==> src/rtl/mem_access_stage.sv <==
// -----------------------------------------------------------------------------
// mem_access_stage
//   Memory stage of the 5-stage pipeline. Non-memory instructions pass through
//   combinationally. LW/SW are issued to a variable-latency data memory over a
//   registered req/ack handshake; upstream is stalled and nops are sent to
//   writeback until the access completes or times out.
//
// Ports:
//   clk, reset          rising-edge clock, synchronous active-low reset
//   ir_in, o_in, b_in   instruction, ALU result/address, store data (X/M latch)
//   dmem_ack, dmem_rdata  memory completion pulse and load data
//   ir_out, o_out, d_out  instruction, ALU result, load data (M/W latch)
//   stall               freeze PC and upstream latches this cycle
//   dmem_req, dmem_we, dmem_addr, dmem_wdata  registered memory request
//   err                 sticky timeout flag
// -----------------------------------------------------------------------------
module mem_access_stage #(
    parameter int          ADDR_W  = 12,
    parameter int          TIMEOUT = 16,
    parameter logic [4:0]  OP_LW   = 5'b01000,
    parameter logic [4:0]  OP_SW   = 5'b00111
) (
    input  logic              clk,
    input  logic              reset,
    input  logic [31:0]       ir_in,
    input  logic [31:0]       o_in,
    input  logic [31:0]       b_in,
    input  logic              dmem_ack,
    input  logic [31:0]       dmem_rdata,
    output logic [31:0]       ir_out,
    output logic [31:0]       o_out,
    output logic [31:0]       d_out,
    output logic              stall,
    output logic              dmem_req,
    output logic              dmem_we,
    output logic [ADDR_W-1:0] dmem_addr,
    output logic [31:0]       dmem_wdata,
    output logic              err
);

    typedef enum logic [1:0] {IDLE, BUSY, DONE} state_t;

    localparam logic [7:0] CNT_LAST = 8'(TIMEOUT - 1);

    state_t      state, next_state;
    logic [31:0] h_ir, h_o, h_d;
    logic [7:0]  cnt;

    logic [4:0] op;
    logic       memop;
    logic       held_is_lw;
    logic       timeout_hit;

    assign op          = ir_in[31:27];
    assign memop       = (op == OP_LW) || (op == OP_SW);
    assign held_is_lw  = (h_ir[31:27] == OP_LW);
    assign timeout_hit = (cnt == CNT_LAST);

    // NOTE: sequential state uses non-blocking assignments so every register
    // samples pre-edge values, independent of statement order.
    always_ff @(posedge clk) begin
        if (!reset) state <= IDLE;
        else        state <= next_state;
    end

    // Ack reaches stall only through this transition, never combinationally.
    always_comb begin
        next_state = state;
        case (state)
            IDLE:    if (memop) next_state = BUSY;
            BUSY:    if (dmem_ack || timeout_hit) next_state = DONE;
            DONE:    next_state = IDLE;
            default: next_state = IDLE;
        endcase
    end

    // NOTE: every output gets a default before the case so no path through
    // this block can leave a value unassigned and infer a latch.
    always_comb begin
        ir_out = '0;
        o_out  = '0;
        d_out  = '0;
        stall  = 1'b0;
        case (state)
            IDLE: begin
                if (memop) begin
                    stall = 1'b1;              // nop bubble while issuing
                end else begin
                    ir_out = ir_in;
                    o_out  = o_in;
                end
            end
            BUSY: stall = 1'b1;
            DONE: begin
                ir_out = h_ir;
                o_out  = h_o;
                d_out  = h_d;
            end
            default: ;
        endcase
    end

    always_ff @(posedge clk) begin
        if (!reset) begin
            h_ir       <= '0;
            h_o        <= '0;
            h_d        <= '0;
            cnt        <= '0;
            dmem_req   <= 1'b0;
            dmem_we    <= 1'b0;
            dmem_addr  <= '0;
            dmem_wdata <= '0;
            err        <= 1'b0;
        end else begin
            case (state)
                IDLE: begin
                    if (memop) begin
                        h_ir       <= ir_in;
                        h_o        <= o_in;
                        h_d        <= '0;
                        dmem_req   <= 1'b1;
                        dmem_we    <= (op == OP_SW);
                        dmem_addr  <= o_in[ADDR_W-1:0];
                        dmem_wdata <= b_in;
                        cnt        <= '0;
                    end
                end
                BUSY: begin
                    // Ack has priority over a simultaneous timeout.
                    if (dmem_ack) begin
                        dmem_req <= 1'b0;
                        if (held_is_lw) h_d <= dmem_rdata;
                    end else if (timeout_hit) begin
                        dmem_req <= 1'b0;
                        h_ir     <= '0;
                        h_o      <= '0;
                        h_d      <= '0;
                        err      <= 1'b1;
                    end else begin
                        cnt <= cnt + 8'd1;
                    end
                end
                default: ;   // acks in IDLE/DONE are ignored
            endcase
        end
    end

endmodule

==> config.mk <==
export PLATFORM = sky130hd
export DESIGN_NAME = mem_access_stage
export DESIGN_NICKNAME = d
export VERILOG_FILES = /design/src/rtl/mem_access_stage.sv
export SDC_FILE = /design/constraint.sdc
export NUM_CORES = 1
export LEC_CHECK = 0
export ABC_AREA = 1
export CORE_ASPECT_RATIO = 0.8
export CORE_UTILIZATION = 40
export CTS_BUF_LIST = sky130_fd_sc_hd__clkbuf_16
export DETAILED_ROUTE_END_ITERATION = 10
export GPL_TIMING_DRIVEN = 0
export PLACE_DENSITY = 0.77
export SKIP_LAST_GASP = 1
export SLEW_MARGIN = 20
export SYNTH_ARGS = -nofsm -noshare
export SYNTH_HDL_FRONTEND = slang
export SYNTH_SLANG_ARGS = --single-unit
==> constraint.sdc <==
create_clock -name clk -period 3.15 [get_ports clk]
set_input_delay 0.63 -clock clk [delete_from_list [all_inputs] [get_ports clk]]
set_output_delay 0.63 -clock clk [all_outputs]
set_load 0.05 [all_outputs]
==> impl_metrics.tcl <==
set metrics [dict create \
    postCtsSetupBuffers 0 \
    p_leak_nw 4.56 \
    syn_area_um2 7160 \
    max_cap_viol_count 0 \
    initial_core_util_pct 41.1 \
    outcome "completed" \
    rsz0062_at_grt "false" \
    synth_warnings 0 \
    placedCellCount 1616 \
    clk_latency_ps 420 \
    end_kind "output pin" \
    required_ps 2520 \
    crit_path_max_incr_delay_ps 550 \
    utilization_pct 60.2 \
    track_usage_pct 26.5 \
    die_area_um2 18400 \
    place_ws_ps -750 \
    die_w_um 152 \
    vias_per_cell 4.96 \
    final_common_cell "nor2_1" \
    coreArea_um2 17400 \
    drt_wl_total_um 24400 \
    skew_ps 7.71 \
    fin_area_um2 10500 \
    fin_cells 1647 \
    port-buffer-count 273 \
    yosysUniqueCellTypes 24 \
    num_vias 8164 \
    clkSlewWorstSetupHoldPaths_ps 60 \
    grt_pass1_vias 7536 \
    fin_nets 1541 \
    hold_viol_final 0 \
    critPathLaunchType "primary input" \
    layout_common_cells "nor2_1 (339), clkdlybuf4s50_1 (176), dfxtp_1 (153)" \
    ir_drop_mv 0.270 \
    cts-resized-gates 448 \
    syn_inst 1118 \
    syn2layout_area_growth_pct 46.5 \
    drc_errors 0 \
    cts-buffers-inserted 17 \
    antenna_cells 0 \
    routabilityCongestion 0.863 \
    grt_max_degree 18 \
    dr.pass1.iters 8 \
    clock_sinks 153 \
    rows 43 \
    cts_root_buffer "clkbuf_16" \
    fmax_mhz 323 \
    timing.final.ws_setup_ps 50.5 \
    cts_max_level 4 \
    slew-limit-headroom_pct 52.1 \
    path_class "in -> out" \
    setup_viol 0 \
    path_cells "clkdlybuf4s50_1 > nor2_1 > nand3_1 > nand3_2 > buf_4 > clkbuf_2 > o21ai_0 > buf_2" \
    synth.avg_cell_area_um2 6.41 \
    place_area_um2 10200 \
    arrival_ps 2470 \
    grt_overflow_total 0 \
    die_h_um 122 \
    ys_ff_latch 153 \
    holdBufCountCts 0 \
    clk_path_buf_depth 2 \
    antenna_found_initial 0 \
    finalCritPeriodShare_pct 98.4 \
    tightest_slew_ps 719 \
    hp-class "reg -> reg" \
    slew_viol_final 0 \
    drive_gt1_share_pct 9.92 \
    drt_iter0_drc 533 \
    grt_pass1_wl_um 38100 \
    n_fill_cell 1647 \
    cellPowerDensity_nw_per_um2 485 \
    yosysSeqAreaShare_pct 42.8 \
    wl_per_cell_um 14.8 \
    ioPinCount 275 \
    slowest_stage "clkdlybuf4s50_1" \
    ant_nets 0 \
    hpwl_um 18200 \
    cts_tree "built" \
    synth_nets 1250 \
    worst-path-max-fanout 10 \
    post-route-min-period_ps 3100 \
]
==> power by group <==
part           switching [mW]  total (mW)  internal, mW
Sequential             0.0389        2.06          2.02
Combinational           0.658        1.02         0.360
Clock                   0.848        2.01          1.17
Total                    1.55        5.09          3.54
==> Yosys cell counts, drive strengths merged <==
| cell | n | area [µm²] |
|---|---|---|
| clkbuf | 56 | 210 |
| nand4 | 20 | 125 |
| nor2 | 341 | 1280 |
| dfxtp | 153 | 3060 |
| ha | 1 | 12.5 |
| nor3 | 3 | 15.0 |
| clkinv | 1 | 3.75 |
| nand2 | 141 | 537 |
| a21oi | 34 | 174 |
| buf | 24 | 126 |
| nor3b | 1 | 7.51 |
| inv | 110 | 413 |
| nand3 | 74 | 380 |
| o21a | 1 | 7.51 |
| xor2 | 2 | 17.5 |
| o21ai | 156 | 785 |
==> path summary, 6_finish.rpt <==
check / endpoint / slack, ps / cells after the start / startpoint
max: ir_out[20] / 50 / 8 / ir_in[31]
min: err / 460 / 2 / err
max reg2reg: h_o[13] / 1160 / 6 / state[1]
min reg2reg: err / 460 / 2 / err
==> worst max-delay path: cells and delay by family <==
family	cells	cell delay [ps]
AO/OA/AOI/OAI	1	200
buffers and inverters	4	1300
AND/OR/NAND/NOR	3	340
==> metrics by stage <==
step	TNS, ps	power [mW]	hold WS, ps
after floorplan	0	2.70	433
final	0	5.09	458
after detailed placement	-39820	3.15	446
after global routing	0	5.28	473
after CTS	-130	5.11	456
after global placement	-38750	3.14	440
==> kinds of logic (layout without fill, tap and decap cells) <==
group	count (synthesis)	after routing	share of synthesized area (%)
AND/OR/NAND/NOR	580	580	32.8
adder cells (fa/ha/maj)	1	1	0.175
buffers and inverters	191	495	10.5
flip-flops	153	153	42.8
AO/OA/AOI/OAI	191	191	13.5
XOR/XNOR	2	2	0.245
==> routing by layer <==
metal | vias up | routed length (µm) | GRT usage [%] | share of wire (%)
met2 | 320 | 11000 | 43.4 | 45
met1 | 3723 | 10700 | 34.1 | 44
met4 | 0 | 502 | 8.91 | 2.1
li1 | 4084 | - | - | -
met3 | 37 | 2210 | 6.52 | 9.1
met5 | - | 0 | 0 | 0
==> layout make-up <==
class	instances	area, µm²	share of cell area (%)
clock buffers	17	425	4.05
inverters	111	417	3.97
clock inverters	15	151	1.44
well taps	225	282	2.68
multi-input cells	774	3350	31.9
flip-flops and latches	153	3060	29.2
repair buffers	273	2460	23.4
plain buffers	79	347	3.30
==> state kept, by name (all words and copies together) (netlist names) <==
name / count
state: 2
dmem_wdata: 32
cnt: 8
h_ir: 32
dmem_addr: 12
err: 1
dmem_we: 1
h_o: 32
dmem_req: 1
h_d: 32
Power figures use the tool's default switching activity.
